--- config.mk ---
export PLATFORM = sky130hd
export DESIGN_NAME = serial_alu_seq
export DESIGN_NICKNAME = d
export VERILOG_FILES = /design/src/rtl/serial_alu_seq.sv
export SDC_FILE = /design/constraint.sdc
export NUM_CORES = 1
export LEC_CHECK = 0
export ABC_CLOCK_PERIOD_IN_PS = 2550
export BUFFER_PORTS_ARGS = -buffer_cell sky130_fd_sc_hd__clkbuf_2
export CAP_MARGIN = 20
export CORE_MARGIN = 1.5
export CORE_UTILIZATION = 40
export DETAILED_ROUTE_END_ITERATION = 10
export GPL_TIMING_DRIVEN = 0
export HOLD_SLACK_MARGIN = 0.15
export PLACE_DENSITY = 0.6
export SETUP_SLACK_MARGIN = 0.5
export SYNTH_ARGS = -nofsm -noshare
export SYNTH_HDL_FRONTEND = slang
export SYNTH_SLANG_ARGS = --single-unit
--- constraint.sdc ---
create_clock -name clk -period 2.55 [get_ports clk]
set_clock_uncertainty 0.2 [all_clocks]
set_input_delay 0.1275 -clock clk [delete_from_list [all_inputs] [get_ports clk]]
set_output_delay 0.1275 -clock clk [all_outputs]
set_load 0.05 [all_outputs]
--- src/rtl/serial_alu_seq.sv ---
// Bit-serial sequencer driving an external 1-bit ALU slice LSB first; result and flags are registered on entering DONE.
// Latency is WIDTH+1 cycles from start to done; there is no backpressure, and start is ignored while busy.
module serial_alu_seq #(
    parameter int WIDTH = 32
) (
    input  logic             clk,
    input  logic             rst_n,
    input  logic             start,
    input  logic [WIDTH-1:0] a,
    input  logic [WIDTH-1:0] b,
    input  logic [2:0]       op,
    output logic             busy,
    output logic             done,
    output logic [WIDTH-1:0] result,
    output logic             zero,
    output logic             carry,
    output logic             overflow,
    output logic             slice_a,
    output logic             slice_b,
    output logic             slice_cin,
    output logic [2:0]       slice_ctr,
    input  logic             slice_res,
    input  logic             slice_cout
);

    localparam int IW = (WIDTH > 2) ? $clog2(WIDTH) : 1;

    typedef enum logic [1:0] {
        IDLE = 2'd0,
        RUN  = 2'd1,
        DONE = 2'd2
    } state_t;

    state_t           state;
    logic [WIDTH-1:0] a_reg;
    logic [WIDTH-1:0] b_reg;
    logic [WIDTH-1:0] acc;
    logic [WIDTH-1:0] acc_next;
    logic [2:0]       op_reg;
    logic [IW-1:0]    idx;
    logic             cy;
    logic             cy_msb_in;
    logic             last_bit;
    logic             msb_in_bit;
    logic             arith;

    assign last_bit   = (idx == IW'(WIDTH - 1));
    assign msb_in_bit = (idx == IW'(WIDTH - 2));
    assign arith      = (op_reg[1:0] == 2'b10);

    // Final bit must land in the registered result on the same edge that enters DONE.
    always_comb begin
        acc_next      = acc;
        acc_next[idx] = slice_res;
    end

    assign slice_a   = busy & a_reg[idx];
    assign slice_b   = busy & b_reg[idx];
    assign slice_cin = busy & cy;
    assign slice_ctr = op_reg;

    always_ff @(posedge clk or negedge rst_n) begin
        if (!rst_n) begin
            state     <= IDLE;
            busy      <= 1'b0;
            done      <= 1'b0;
            result    <= '0;
            zero      <= 1'b0;
            carry     <= 1'b0;
            overflow  <= 1'b0;
            a_reg     <= '0;
            b_reg     <= '0;
            acc       <= '0;
            op_reg    <= 3'b000;
            idx       <= '0;
            cy        <= 1'b0;
            cy_msb_in <= 1'b0;
        end else begin
            done <= 1'b0;
            case (state)
                IDLE, DONE: begin
                    if (start) begin
                        a_reg     <= a;
                        b_reg     <= b;
                        op_reg    <= op;
                        acc       <= '0;
                        idx       <= '0;
                        cy        <= op[2];
                        cy_msb_in <= 1'b0;
                        busy      <= 1'b1;
                        state     <= RUN;
                    end else begin
                        state <= IDLE;
                    end
                end
                RUN: begin
                    acc <= acc_next;
                    cy  <= slice_cout;
                    idx <= idx + IW'(1);
                    if (msb_in_bit) begin
                        cy_msb_in <= slice_cout;
                    end
                    if (last_bit) begin
                        // Signed overflow: carry into the MSB differs from carry out of it.
                        result   <= acc_next;
                        zero     <= (acc_next == '0);
                        carry    <= arith & slice_cout;
                        overflow <= arith & (cy_msb_in ^ slice_cout);
                        busy     <= 1'b0;
                        done     <= 1'b1;
                        state    <= DONE;
                    end
                end
                default: begin
                    busy  <= 1'b0;
                    state <= IDLE;
                end
            endcase
        end
    end

endmodule

==> results of run 1 <==
routing by layer:
| metal | global-route usage | up-vias | part of all wire |
|---|---|---|---|
| met3 | 0.0487 | 31 | 0.046 |
| met1 | 0.295 | 2985 | 0.42 |
| met4 | 0.0678 | 0 | 0.017 |
| met2 | 0.387 | 174 | 0.51 |
| li1 | - | 2852 | - |
| met5 | 0 | - | 0 |
what timing repair did:
item                                    in CTS  in global routing
hold endpoints to repair                   219                  0
pin swaps                                    4                  8
buffers inserted                            21                 14
hold buffers                                74                  0
cloned                                       5                  1
resized for setup                           79                159
endpoints found under the setup margin      86                 74
per-stage QoR:
step,TNS (ns),power [W]
after detailed placement,-2.57,0.00847
final,-0.293,0.0123
after global placement,-174.38,0.00830
after floorplan,0,0.00717
after CTS,-0.423,0.0118
after global routing,-0.553,0.0130
power by group through the flow:
stage	Combinational [W]	Clock [W]	Sequential, W
2_1_floorplan	0.00302	0	0.00415
3_3_place_gp	0.00460	0	0.00370
3_5_place_dp	0.00471	0	0.00376
4_1_cts	0.00545	0.00262	0.00372
5_1_grt	0.00641	0.00273	0.00390
6_report	0.00595	0.00258	0.00378
cells by family after synthesis:
group	after synthesis	synth area share
mux	55	0.115
xor+xnor	1	0.00130
flops	145	0.539
fa+ha+maj	6	0.0112
compound gates	86	0.0699
simple gates	343	0.227
buf+inv	59	0.0362
area by class of cell:
class,instances,share of cell area
Sequential cell,145,0.353
Buffer,54,0.0482
Tap cell,220,0.0268
Clock buffer,23,0.0465
Multi-Input combinational cell,491,0.334
Timing Repair Buffer,229,0.175
Clock inverter,9,0.0127
Inverter,5,0.00426
worst min-delay path: stages:
cell      delay (ns)
clkbuf_1        0.29
mux2i_2         0.21
o21ai_2         0.13
Yosys cell counts:
| cell type | instances |
|---|---|
| nand4b_1 | 13 |
| nor2_1 | 8 |
| nor2b_1 | 4 |
| and2_1 | 3 |
| ha_1 | 6 |
| buf_2 | 8 |
| a22oi_1 | 1 |
| dfrtp_1 | 145 |
| o211ai_1 | 1 |
| buf_4 | 3 |
| nor3b_1 | 1 |
| o21ai_0 | 72 |
| o31a_1 | 1 |
| clkbuf_2 | 1 |
| nor4_1 | 1 |
| nand4_1 | 12 |
| a21oi_1 | 3 |
| nand3_1 | 2 |
| inv_1 | 5 |
| o21a_1 | 1 |
| and4bb_2 | 5 |
| mux2i_1 | 37 |
| a22o_1 | 1 |
| nand3b_1 | 1 |
| and3_1 | 1 |
| nor4b_1 | 4 |
| a21boi_0 | 1 |
| nor4bb_1 | 5 |
| mux4_2 | 18 |
| buf_1 | 3 |
| nand2b_1 | 4 |
| or3b_2 | 1 |
| o31ai_1 | 1 |
| xor2_1 | 1 |
| a32o_1 | 4 |
| clkbuf_1 | 39 |
| nand2_1 | 275 |
| nor3_1 | 3 |
how the worst max path moves through the flow:
stage                                  start                 end  slack (ns)  cells after the start
after detailed placement  idx[0]$_DFFE_PN0P_    zero$_DFFE_PN0P_       -0.26                     10
after global routing      idx[0]$_DFFE_PN0P_             slice_a       -0.24                      6
after global placement                 rst_n  idx[2]$_DFFE_PN0P_       -1.49                      1
final                     idx[0]$_DFFE_PN0P_             slice_a       -0.15                      6
after floorplan           idx[0]$_DFFE_PN0P_    zero$_DFFE_PN0P_        0.37                     10
after CTS                 idx[0]$_DFFE_PN0P_             slice_b       -0.20                      8
==> flow_results.xml, run 1 <==
<?xml version="1.0" encoding="UTF-8"?>
<metrics>
  <group name="status">
    <metric name="run_status" unit="">complete, but fails checks</metric>
    <metric name="failed_checks" unit="">negative setup slack</metric>
  </group>
  <group name="place">
    <metric name="finalWeightedCongestion" unit="">0.847</metric>
    <metric name="port_buffers" unit="">113</metric>
    <metric name="hpwlAfterDp" unit="mm">12.5</metric>
    <metric name="numPlacedInstances" unit="">1029</metric>
    <metric name="postPlaceCellArea" unit="um2">7800</metric>
    <metric name="dp_slack" unit="ns">-0.264</metric>
  </group>
  <group name="synthesis">
    <metric name="synth_largest_area_cell" unit="">dfrtp_1</metric>
    <metric name="syn_area_per_cell" unit="um2">9.69</metric>
    <metric name="synth-warning-count" unit="">0</metric>
    <metric name="yosysSeqAreaShare" unit="">0.539</metric>
    <metric name="synth_largest_type_area_fraction" unit="">0.539</metric>
    <metric name="synth.ff_latch_count" unit="">145</metric>
    <metric name="post_synth_main_area_contributors" unit="">dfrtp_1 54%, nand2_1 15%, mux4_2 6.0%</metric>
    <metric name="syn_area" unit="um2">6730</metric>
    <metric name="synth_cell_types" unit="">38</metric>
    <metric name="post_synth_inst_count" unit="">695</metric>
    <metric name="synth.net_count" unit="">773</metric>
  </group>
  <group name="worst_setup_path">
    <metric name="crit_fanout" unit="">9</metric>
    <metric name="worstRegToRegCells" unit="">9</metric>
    <metric name="worst_ep_arrival_time" unit="ns">2.37</metric>
    <metric name="crit_path_max_cell_delay" unit="ns">0.51</metric>
    <metric name="required" unit="ns">2.22</metric>
    <metric name="critical_path.endpoint_type" unit="">output pin</metric>
    <metric name="critical-path-top-delay-family" unit="">multiplexers</metric>
    <metric name="r2r-end" unit="">zero$_DFFE_PN0P_</metric>
    <metric name="critical-path-top-cell-by-count" unit="">mux4_2</metric>
    <metric name="setup.worst_path.class" unit="">register to output pin</metric>
    <metric name="setup.reg_to_reg.worst_slack" unit="ns">-0.03</metric>
    <metric name="path_buf_inv" unit="">2</metric>
    <metric name="crit-reg2reg-launch" unit="">idx[1]$_DFFE_PN0P_</metric>
    <metric name="timing.critical_path.cells" unit="">buf_12 &gt; mux4_2 &gt; mux4_2 &gt; mux2i_1 &gt; nor2b_2 &gt; buf_8</metric>
    <metric name="worstSetupStartpointType" unit="">register</metric>
    <metric name="critical-path-slowest-cell" unit="">mux4_2</metric>
  </group>
  <group name="min_path">
    <metric name="worst_hold_startpoint" unit="">slice_res</metric>
    <metric name="min_path_type" unit="">input pin to register</metric>
    <metric name="hold_depth" unit="">3</metric>
    <metric name="worst_hold_endpoint" unit="">result[3]$_DFFE_PN0P_</metric>
  </group>
  <group name="power_and_ir_drop">
    <metric name="vdd_drop_max" unit="mV">0.669</metric>
    <metric name="seqPwrFrac" unit="">0.307</metric>
    <metric name="intPower" unit="W">0.00743</metric>
    <metric name="switching_fraction_of_total_power" unit="">0.397</metric>
    <metric name="power_leakage" unit="nW">4.83</metric>
    <metric name="power_switching" unit="W">0.00489</metric>
    <metric name="p_clk_frac" unit="">0.209</metric>
    <metric name="share_comb_of_total_power" unit="">0.483</metric>
    <metric name="power.density" unit="nW/um2">1200</metric>
  </group>
  <group name="cts">
    <metric name="worst_setup_hold_path_clk_slew" unit="ns">0.06</metric>
    <metric name="ctsLongestPathBuffers" unit="">2</metric>
    <metric name="worst_skew_pair.late_latency" unit="ns">0.43</metric>
    <metric name="clock_tree_from_tritoncts" unit="">done</metric>
    <metric name="cts_num_sinks" unit="">145</metric>
    <metric name="cts-buffers-inserted" unit="">17</metric>
    <metric name="cts_root_buffer" unit="">clkbuf_16</metric>
    <metric name="cts_htree_levels" unit="">4</metric>
  </group>
  <group name="run">
    <metric name="max_cap_viol" unit="">0</metric>
  </group>
  <group name="finish">
    <metric name="most_frequent_standard_cell_in_the_layout_excluding_fill_and_tap_cells" unit="">nand2_1</metric>
    <metric name="final_core_utilization" unit="">0.622</metric>
    <metric name="fin_nets" unit="">1021</metric>
    <metric name="multi_input_comb_area" unit="um2">3430</metric>
    <metric name="layout-drive-gt1-share" unit="">0.363</metric>
    <metric name="finish.cell_count_without_fillers" unit="">1176</metric>
    <metric name="final.fill_count" unit="">1350</metric>
    <metric name="mostFrequentLayoutCells" unit="">245 x nand2_1, 142 x dfrtp_1, 118 x clkbuf_2, 74 x dlygate4sd3_1, 27 x o21ai_0</metric>
    <metric name="area_growth_syn_to_layout" unit="%">52.7</metric>
    <metric name="n_antenna_cell" unit="">0</metric>
    <metric name="seq_area" unit="um2">3630</metric>
    <metric name="finish.instance_area" unit="um2">10300</metric>
  </group>
  <group name="die">
    <metric name="floorplan.die.height" unit="um">133</metric>
    <metric name="core_area" unit="um2">16500</metric>
    <metric name="number_of_top_level_design_ports" unit="">115</metric>
    <metric name="die_area" unit="um2">17600</metric>
    <metric name="start_util" unit="">0.407</metric>
    <metric name="fp-row-count" unit="">47</metric>
    <metric name="dieWidth" unit="um">133</metric>
  </group>
  <group name="detailed_routing">
    <metric name="drt.antenna.violating_nets" unit="">0</metric>
    <metric name="detailedRoute.firstIterationViolations" unit="">363</metric>
    <metric name="wl_per_cell" unit="um">16.8</metric>
    <metric name="post_drt_via_cell_ratio" unit="">5.14</metric>
    <metric name="drt_drc_violations_left" unit="">0</metric>
    <metric name="routed_wirelength" unit="mm">19.7</metric>
    <metric name="dr_pass1_iterations" unit="">5</metric>
    <metric name="vias" unit="">6042</metric>
  </group>
  <group name="sta">
    <metric name="max_clock_freq" unit="MHz">371</metric>
    <metric name="fin_ws" unit="ns">-0.148</metric>
    <metric name="layout_min_cycle_time" unit="ns">2.70</metric>
    <metric name="finalCritPeriodShare" unit="">1.06</metric>
    <metric name="timing.final.hold_violations" unit="">0</metric>
    <metric name="final.hold.worst_slack" unit="ns">0.173</metric>
    <metric name="setup_violations" unit="">3</metric>
    <metric name="max_slew.worst_pin.slew" unit="ns">0.814</metric>
    <metric name="final_report_max_slew_violation_count" unit="">0</metric>
    <metric name="max-slew-margin-rel" unit="">0.457</metric>
    <metric name="setup_repair_after_global_routing_missed_its_margin" unit="">yes</metric>
  </group>
  <group name="grt">
    <metric name="initial_antenna_violation_count" unit="">0</metric>
    <metric name="gr-usage-all-layers" unit="">0.228</metric>
    <metric name="maximum_number_of_pins_on_one_net_before_global_route_repair" unit="">101</metric>
    <metric name="number_of_global_route_vias_before_repair" unit="">6093</metric>
    <metric name="grt-ovfl-total" unit="">0</metric>
    <metric name="grt_pass1_wl" unit="mm">31.3</metric>
  </group>
</metrics>
Note: power is estimated with default switching activity, not from simulation.
==> run 2, diff against run 1 <==
--- a/config.mk
+++ b/config.mk
@@ -8,12 +8,14 @@
 export ABC_CLOCK_PERIOD_IN_PS = 2550
 export BUFFER_PORTS_ARGS = -buffer_cell sky130_fd_sc_hd__clkbuf_2
 export CAP_MARGIN = 20
-export CORE_MARGIN = 1.5
+export CORE_ASPECT_RATIO = 0.6
+export CORE_MARGIN = 10
 export CORE_UTILIZATION = 40
 export DETAILED_ROUTE_END_ITERATION = 10
 export GPL_TIMING_DRIVEN = 0
 export HOLD_SLACK_MARGIN = 0.15
 export PLACE_DENSITY = 0.6
+export REMOVE_ABC_BUFFERS = 1
 export SETUP_SLACK_MARGIN = 0.5
 export SYNTH_ARGS = -nofsm -noshare
 export SYNTH_HDL_FRONTEND = slang
==> flow_results.xml, run 2 (same netlist as run 1, synthesis figures left out) <==
<?xml version="1.0" encoding="UTF-8"?>
<metrics>
  <group name="detailed_routing">
    <metric name="wl_per_cell" unit="um">18.1</metric>
    <metric name="drt.antenna.violating_nets" unit="">0</metric>
    <metric name="drt_drc_violations_left" unit="">0</metric>
    <metric name="vias" unit="">6106</metric>
    <metric name="post_drt_via_cell_ratio" unit="">5.16</metric>
    <metric name="dr_pass1_iterations" unit="">5</metric>
    <metric name="detailedRoute.firstIterationViolations" unit="">387</metric>
    <metric name="routed_wirelength" unit="mm">21.4</metric>
  </group>
  <group name="status">
    <metric name="run_status" unit="">complete, but fails checks</metric>
    <metric name="failed_checks" unit="">negative setup slack</metric>
  </group>
  <group name="cts">
    <metric name="clock_tree_from_tritoncts" unit="">done</metric>
    <metric name="worst_skew_pair.late_latency" unit="ns">0.42</metric>
    <metric name="ctsLongestPathBuffers" unit="">2</metric>
    <metric name="cts-buffers-inserted" unit="">17</metric>
    <metric name="cts_htree_levels" unit="">4</metric>
    <metric name="cts_root_buffer" unit="">clkbuf_16</metric>
    <metric name="cts_num_sinks" unit="">145</metric>
    <metric name="worst_setup_hold_path_clk_slew" unit="ns">0.06</metric>
  </group>
  <group name="power_and_ir_drop">
    <metric name="vdd_drop_max" unit="mV">0.655</metric>
    <metric name="power.density" unit="nW/um2">1210</metric>
    <metric name="power.total" unit="W">0.0129</metric>
    <metric name="power_leakage" unit="nW">4.91</metric>
  </group>
  <group name="die">
    <metric name="dieWidth" unit="um">187</metric>
    <metric name="number_of_top_level_design_ports" unit="">115</metric>
    <metric name="core_area" unit="um2">16400</metric>
    <metric name="floorplan.die.height" unit="um">120</metric>
    <metric name="die_area" unit="um2">22600</metric>
    <metric name="fp-row-count" unit="">36</metric>
    <metric name="start_util" unit="">0.412</metric>
  </group>
  <group name="sta">
    <metric name="finalCritPeriodShare" unit="">1.08</metric>
    <metric name="max_slew.worst_pin.slew" unit="ns">1.18</metric>
    <metric name="layout_min_cycle_time" unit="ns">2.76</metric>
    <metric name="final.hold.worst_slack" unit="ns">0.237</metric>
    <metric name="timing.final.hold_violations" unit="">0</metric>
    <metric name="final_report_max_slew_violation_count" unit="">0</metric>
    <metric name="setup_repair_after_global_routing_missed_its_margin" unit="">yes</metric>
    <metric name="max_clock_freq" unit="MHz">362</metric>
    <metric name="setup_violations" unit="">4</metric>
    <metric name="fin_ws" unit="ns">-0.215</metric>
    <metric name="max-slew-margin-rel" unit="">0.213</metric>
  </group>
  <group name="finish">
    <metric name="finish.cell_count_without_fillers" unit="">1183</metric>
    <metric name="finish.instance_area" unit="um2">10600</metric>
    <metric name="layout-drive-gt1-share" unit="">0.382</metric>
    <metric name="final.fill_count" unit="">1246</metric>
    <metric name="most_frequent_standard_cell_in_the_layout_excluding_fill_and_tap_cells" unit="">nand2_1</metric>
    <metric name="area_growth_syn_to_layout" unit="%">58.1</metric>
    <metric name="fin_nets" unit="">1020</metric>
    <metric name="mostFrequentLayoutCells" unit="">245 x nand2_1, 140 x dfrtp_1, 111 x clkbuf_2, 91 x dlygate4sd3_1, 34 x buf_4</metric>
  </group>
  <group name="place">
    <metric name="postPlaceCellArea" unit="um2">7610</metric>
    <metric name="port_buffers" unit="">114</metric>
    <metric name="finalWeightedCongestion" unit="">0.758</metric>
    <metric name="numPlacedInstances" unit="">992</metric>
    <metric name="hpwlAfterDp" unit="mm">11.6</metric>
    <metric name="dp_slack" unit="ns">-1.05</metric>
  </group>
  <group name="worst_setup_path">
    <metric name="crit_fanout" unit="">7</metric>
    <metric name="setup.worst_path.class" unit="">register to output pin</metric>
    <metric name="required" unit="ns">2.22</metric>
    <metric name="worstSetupStartpointType" unit="">register</metric>
    <metric name="critical_path.endpoint_type" unit="">output pin</metric>
    <metric name="worst_ep_arrival_time" unit="ns">2.44</metric>
  </group>
  <group name="grt">
    <metric name="top_usage_layer" unit="">met2</metric>
    <metric name="initial_antenna_violation_count" unit="">1</metric>
    <metric name="gr-usage-all-layers" unit="">0.178</metric>
    <metric name="maximum_number_of_pins_on_one_net_before_global_route_repair" unit="">103</metric>
    <metric name="grt_pass1_wl" unit="mm">32.7</metric>
    <metric name="grt-ovfl-total" unit="">0</metric>
    <metric name="global_route_met3_utilization" unit="">0.0459</metric>
    <metric name="use_met1" unit="">0.240</metric>
    <metric name="use_met2" unit="">0.277</metric>
    <metric name="number_of_global_route_vias_before_repair" unit="">6101</metric>
  </group>
  <group name="min_path">
    <metric name="min_path_type" unit="">input pin to register</metric>
  </group>
  <group name="run">
    <metric name="max_cap_viol" unit="">0</metric>
  </group>
</metrics>
==> run 2: repair_timing <==
action	in CTS	in global routing
setup buffers	32	26
cloned	3	7
gates resized for setup	146	91
pin swaps	17	12
endpoints found under the setup margin	77	86
hold buffers	91	0
endpoints found under the hold margin	217	0
==> run 2: through the flow <==
stage	setup TNS [ns]	utilization
after floorplan	-116.98	-
after global placement	-495.06	0.450
after detailed placement	-25.62	0.466
after CTS	-0.502	0.609
after global routing	-1.18	0.651
final	-0.497	0.651
==> run 2: report_power, final <==
part / internal, W / leakage, nW / total [W] / switching, W
combinational: 0.00285 / 2.75 / 0.00612 / 0.00327
clock: 0.00180 / 0.325 / 0.00275 / 0.000945
sequential: 0.00322 / 1.83 / 0.00403 / 0.000804
==> run 2: area by class of cell <==
class                           instances  area [um2]  share of cell area
Inverter                                5        33.8             0.00317
Sequential cell                       145        3640               0.342
Timing Repair Buffer                  281        2540               0.238
Clock inverter                         11         184              0.0173
Multi-Input combinational cell        492        3490               0.328
Clock buffer                           20         467              0.0438
Antenna cell                            1        2.50            0.000235
Tap cell                              228         285              0.0268
==> run 2: worst paths after layout <==
path                                         start                     end  slack (ns)  depth (start not counted)
max in group asynchronous                    rst_n      idx[3]$_DFFE_PN0P_        0.75                          4
worst min register to register      cy$_DFFE_PN0P_          cy$_DFFE_PN0P_        0.26                          2
min in group asynchronous                    rst_n  result[19]$_DFFE_PN0P_        0.53                          3
worst min-delay path                          a[8]    a_reg[8]$_DFFE_PN0P_        0.24                          4
worst max register to register  idx[0]$_DFFE_PN0P_        zero$_DFFE_PN0P_       -0.18                         10
worst max-delay path            idx[0]$_DFFE_PN0P_                 slice_a       -0.21                          6
==> run 2: critical path, cell delays in order (launching register included) <==
cell	delay, ns
dfrtp_4	0.45
buf_16	0.14
mux4_2	0.53
mux4_2	0.49
mux2i_1	0.16
nor2b_1	0.07
clkbuf_8	0.17
==> run 2: routing by layer <==
metal	routed length, um	part of all wire
met4	293	0.014
met5	0	0
met1	9700	0.45
met3	1290	0.060
met2	10100	0.47
==> run 3, diff against run 2 <==
--- a/config.mk
+++ b/config.mk
@@ -15,6 +15,7 @@
 export GPL_TIMING_DRIVEN = 0
 export HOLD_SLACK_MARGIN = 0.15
 export PLACE_DENSITY = 0.6
+export RECOVER_POWER = 50
 export REMOVE_ABC_BUFFERS = 1
 export SETUP_SLACK_MARGIN = 0.5
 export SYNTH_ARGS = -nofsm -noshare
==> flow_results.xml, run 3 (same netlist as run 1, synthesis figures left out) <==
<?xml version="1.0" encoding="UTF-8"?>
<metrics>
  <group name="status">
    <metric name="run_status" unit="">complete, but fails checks</metric>
    <metric name="failed_checks" unit="">negative setup slack</metric>
  </group>
  <group name="grt">
    <metric name="initial_antenna_violation_count" unit="">1</metric>
    <metric name="grt-ovfl-total" unit="">0</metric>
    <metric name="number_of_global_route_vias_before_repair" unit="">6101</metric>
    <metric name="top_usage_layer" unit="">met2</metric>
    <metric name="grt_pass1_wl" unit="mm">32.7</metric>
    <metric name="use_met2" unit="">0.277</metric>
    <metric name="use_met1" unit="">0.240</metric>
    <metric name="global_route_met3_utilization" unit="">0.0459</metric>
    <metric name="gr-usage-all-layers" unit="">0.178</metric>
    <metric name="maximum_number_of_pins_on_one_net_before_global_route_repair" unit="">103</metric>
  </group>
  <group name="min_path">
    <metric name="worst_hold_startpoint" unit="">a[8]</metric>
    <metric name="worst_hold_endpoint" unit="">a_reg[8]$_DFFE_PN0P_</metric>
    <metric name="min_path_type" unit="">input pin to register</metric>
    <metric name="hold_depth" unit="">4</metric>
  </group>
  <group name="detailed_routing">
    <metric name="post_drt_via_cell_ratio" unit="">5.13</metric>
    <metric name="detailedRoute.firstIterationViolations" unit="">404</metric>
    <metric name="dr_pass1_iterations" unit="">4</metric>
    <metric name="drt.antenna.violating_nets" unit="">0</metric>
    <metric name="vias" unit="">6072</metric>
    <metric name="wl_per_cell" unit="um">18.1</metric>
    <metric name="drt_drc_violations_left" unit="">0</metric>
    <metric name="routed_wirelength" unit="mm">21.4</metric>
  </group>
  <group name="sta">
    <metric name="max_slew.worst_pin.slew" unit="ns">1.19</metric>
    <metric name="max_clock_freq" unit="MHz">361</metric>
    <metric name="fin_ws" unit="ns">-0.218</metric>
    <metric name="setup_violations" unit="">4</metric>
    <metric name="final_report_max_slew_violation_count" unit="">0</metric>
    <metric name="layout_min_cycle_time" unit="ns">2.77</metric>
    <metric name="max-slew-margin-rel" unit="">0.209</metric>
    <metric name="setup_repair_after_global_routing_missed_its_margin" unit="">yes</metric>
    <metric name="finalCritPeriodShare" unit="">1.09</metric>
    <metric name="timing.final.hold_violations" unit="">0</metric>
  </group>
  <group name="cts">
    <metric name="ctsLongestPathBuffers" unit="">2</metric>
    <metric name="cts_root_buffer" unit="">clkbuf_16</metric>
    <metric name="worst_setup_hold_path_clk_slew" unit="ns">0.06</metric>
    <metric name="cts_htree_levels" unit="">4</metric>
    <metric name="cts_num_sinks" unit="">145</metric>
    <metric name="worst_skew_pair.late_latency" unit="ns">0.42</metric>
    <metric name="clock_tree_from_tritoncts" unit="">done</metric>
    <metric name="cts-buffers-inserted" unit="">17</metric>
  </group>
  <group name="worst_setup_path">
    <metric name="worst_ep_arrival_time" unit="ns">2.44</metric>
    <metric name="worstSetupStartpointType" unit="">register</metric>
    <metric name="worstSetupStartpoint" unit="">idx[0]$_DFFE_PN0P_</metric>
    <metric name="timing.critical_path.cells" unit="">buf_16 &gt; mux4_2 &gt; mux4_2 &gt; mux2i_1 &gt; nor2b_1 &gt; clkbuf_8</metric>
    <metric name="crit_fanout" unit="">7</metric>
    <metric name="worstRegToRegCells" unit="">10</metric>
    <metric name="critical-path-slowest-cell" unit="">mux4_2</metric>
    <metric name="crit-reg2reg-launch" unit="">idx[0]$_DFFE_PN0P_</metric>
    <metric name="path_buf_inv" unit="">2</metric>
    <metric name="critical-path-top-cell-by-count" unit="">mux4_2</metric>
    <metric name="critical_path.endpoint_type" unit="">output pin</metric>
    <metric name="setup.worst_path.class" unit="">register to output pin</metric>
    <metric name="critical-path-top-delay-family" unit="">multiplexers</metric>
    <metric name="crit_path_max_cell_delay" unit="ns">0.53</metric>
    <metric name="required" unit="ns">2.22</metric>
    <metric name="r2r-end" unit="">zero$_DFFE_PN0P_</metric>
    <metric name="setup.reg_to_reg.worst_slack" unit="ns">-0.16</metric>
  </group>
  <group name="die">
    <metric name="floorplan.die.height" unit="um">120</metric>
    <metric name="core_area" unit="um2">16400</metric>
    <metric name="die_area" unit="um2">22600</metric>
    <metric name="number_of_top_level_design_ports" unit="">115</metric>
    <metric name="fp-row-count" unit="">36</metric>
    <metric name="dieWidth" unit="um">187</metric>
    <metric name="start_util" unit="">0.412</metric>
  </group>
  <group name="finish">
    <metric name="fin_nets" unit="">1020</metric>
    <metric name="layout-drive-gt1-share" unit="">0.339</metric>
    <metric name="final.fill_count" unit="">1259</metric>
    <metric name="most_frequent_standard_cell_in_the_layout_excluding_fill_and_tap_cells" unit="">nand2_1</metric>
    <metric name="area_growth_syn_to_layout" unit="%">57.0</metric>
    <metric name="final_core_utilization" unit="">0.646</metric>
    <metric name="mostFrequentLayoutCells" unit="">245 x nand2_1, 140 x dfrtp_1, 91 x dlygate4sd3_1, 72 x clkbuf_2, 40 x clkbuf_1</metric>
  </group>
  <group name="power_and_ir_drop">
    <metric name="power_leakage" unit="nW">4.77</metric>
    <metric name="power.density" unit="nW/um2">1210</metric>
    <metric name="power.total" unit="W">0.0128</metric>
    <metric name="vdd_drop_max" unit="mV">0.655</metric>
  </group>
  <group name="place">
    <metric name="finalWeightedCongestion" unit="">0.758</metric>
    <metric name="hpwlAfterDp" unit="mm">11.6</metric>
    <metric name="port_buffers" unit="">114</metric>
    <metric name="dp_slack" unit="ns">-1.05</metric>
  </group>
  <group name="run">
    <metric name="max_cap_viol" unit="">0</metric>
  </group>
</metrics>
==> run 3: cell type report <==
type                            instances  area (um2)  share of cell area
Antenna cell                            1        2.50            0.000237
Tap cell                              228         285              0.0270
Timing Repair Buffer                  281        2470               0.233
Clock inverter                         11         184              0.0174
Sequential cell                       145        3640               0.345
Multi-Input combinational cell        492        3480               0.330
Inverter                                5        33.8             0.00320
Clock buffer                           20         467              0.0442
==> run 3: per-layer routing <==
metal | vias to the layer above | part of all wire
met5 | - | 0
met4 | 0 | 0.012
met3 | 22 | 0.063
met2 | 195 | 0.47
met1 | 3002 | 0.46
li1 | 2853 | -
==> run 3: worst reg2reg max path: cells and delay by family, from the launching register on <==
family                   cells  cell delay, ns
multiplexers                 1            0.37
AND/OR/NAND/NOR              3            0.73
adder cells (fa/ha/maj)      1            0.13
flip-flops                   1            0.51
AO/OA/AOI/OAI                1            0.21
buffers and inverters        4            0.50
==> run 3: metrics by stage <==
stage	cells	cell area, um2	setup TNS, ns	hold WS, ns
2_1_floorplan	641	6510	-116.98	-0.368
3_3_place_gp	983	7360	-495.06	0.119
4_1_cts	1149	9960	-0.502	0.215
6_report	1183	10600	-0.478	0.235
5_1_grt	1183	10600	-1.49	0.237
3_5_place_dp	992	7610	-25.62	-0.117
==> run 3: report_power, final <==
| group | switching, W | internal [W] | leakage [nW] | total (W) |
|---|---|---|---|---|
| Combinational | 0.00327 | 0.00279 | 2.62 | 0.00606 |
| Sequential | 0.000802 | 0.00322 | 1.83 | 0.00402 |
| Clock | 0.000948 | 0.00180 | 0.325 | 0.00275 |
| Total | 0.00502 | 0.00782 | 4.77 | 0.0128 |
==> run 3: worst max-delay path by stage <==
stage	depth (start not counted)	end	slack [ns]
2_1_floorplan	4	idx[2]$_DFFE_PN0P_	-1.94
3_3_place_gp	4	idx[2]$_DFFE_PN0P_	-4.26
3_5_place_dp	6	zero$_DFFE_PN0P_	-1.05
4_1_cts	6	slice_a	-0.24
5_1_grt	6	slice_a	-0.27
6_report	6	slice_a	-0.22
==> run 3: timing repair <==
item | 4_1_cts | 5_1_grt
gates resized for setup | 146 | 91
buffers inserted | 32 | 26
endpoints found under the setup margin | 77 | 86
pin swaps | 17 | 12
gates cloned | 3 | 7
endpoints found under the hold margin | 217 | 0
hold buffers | 91 | 0
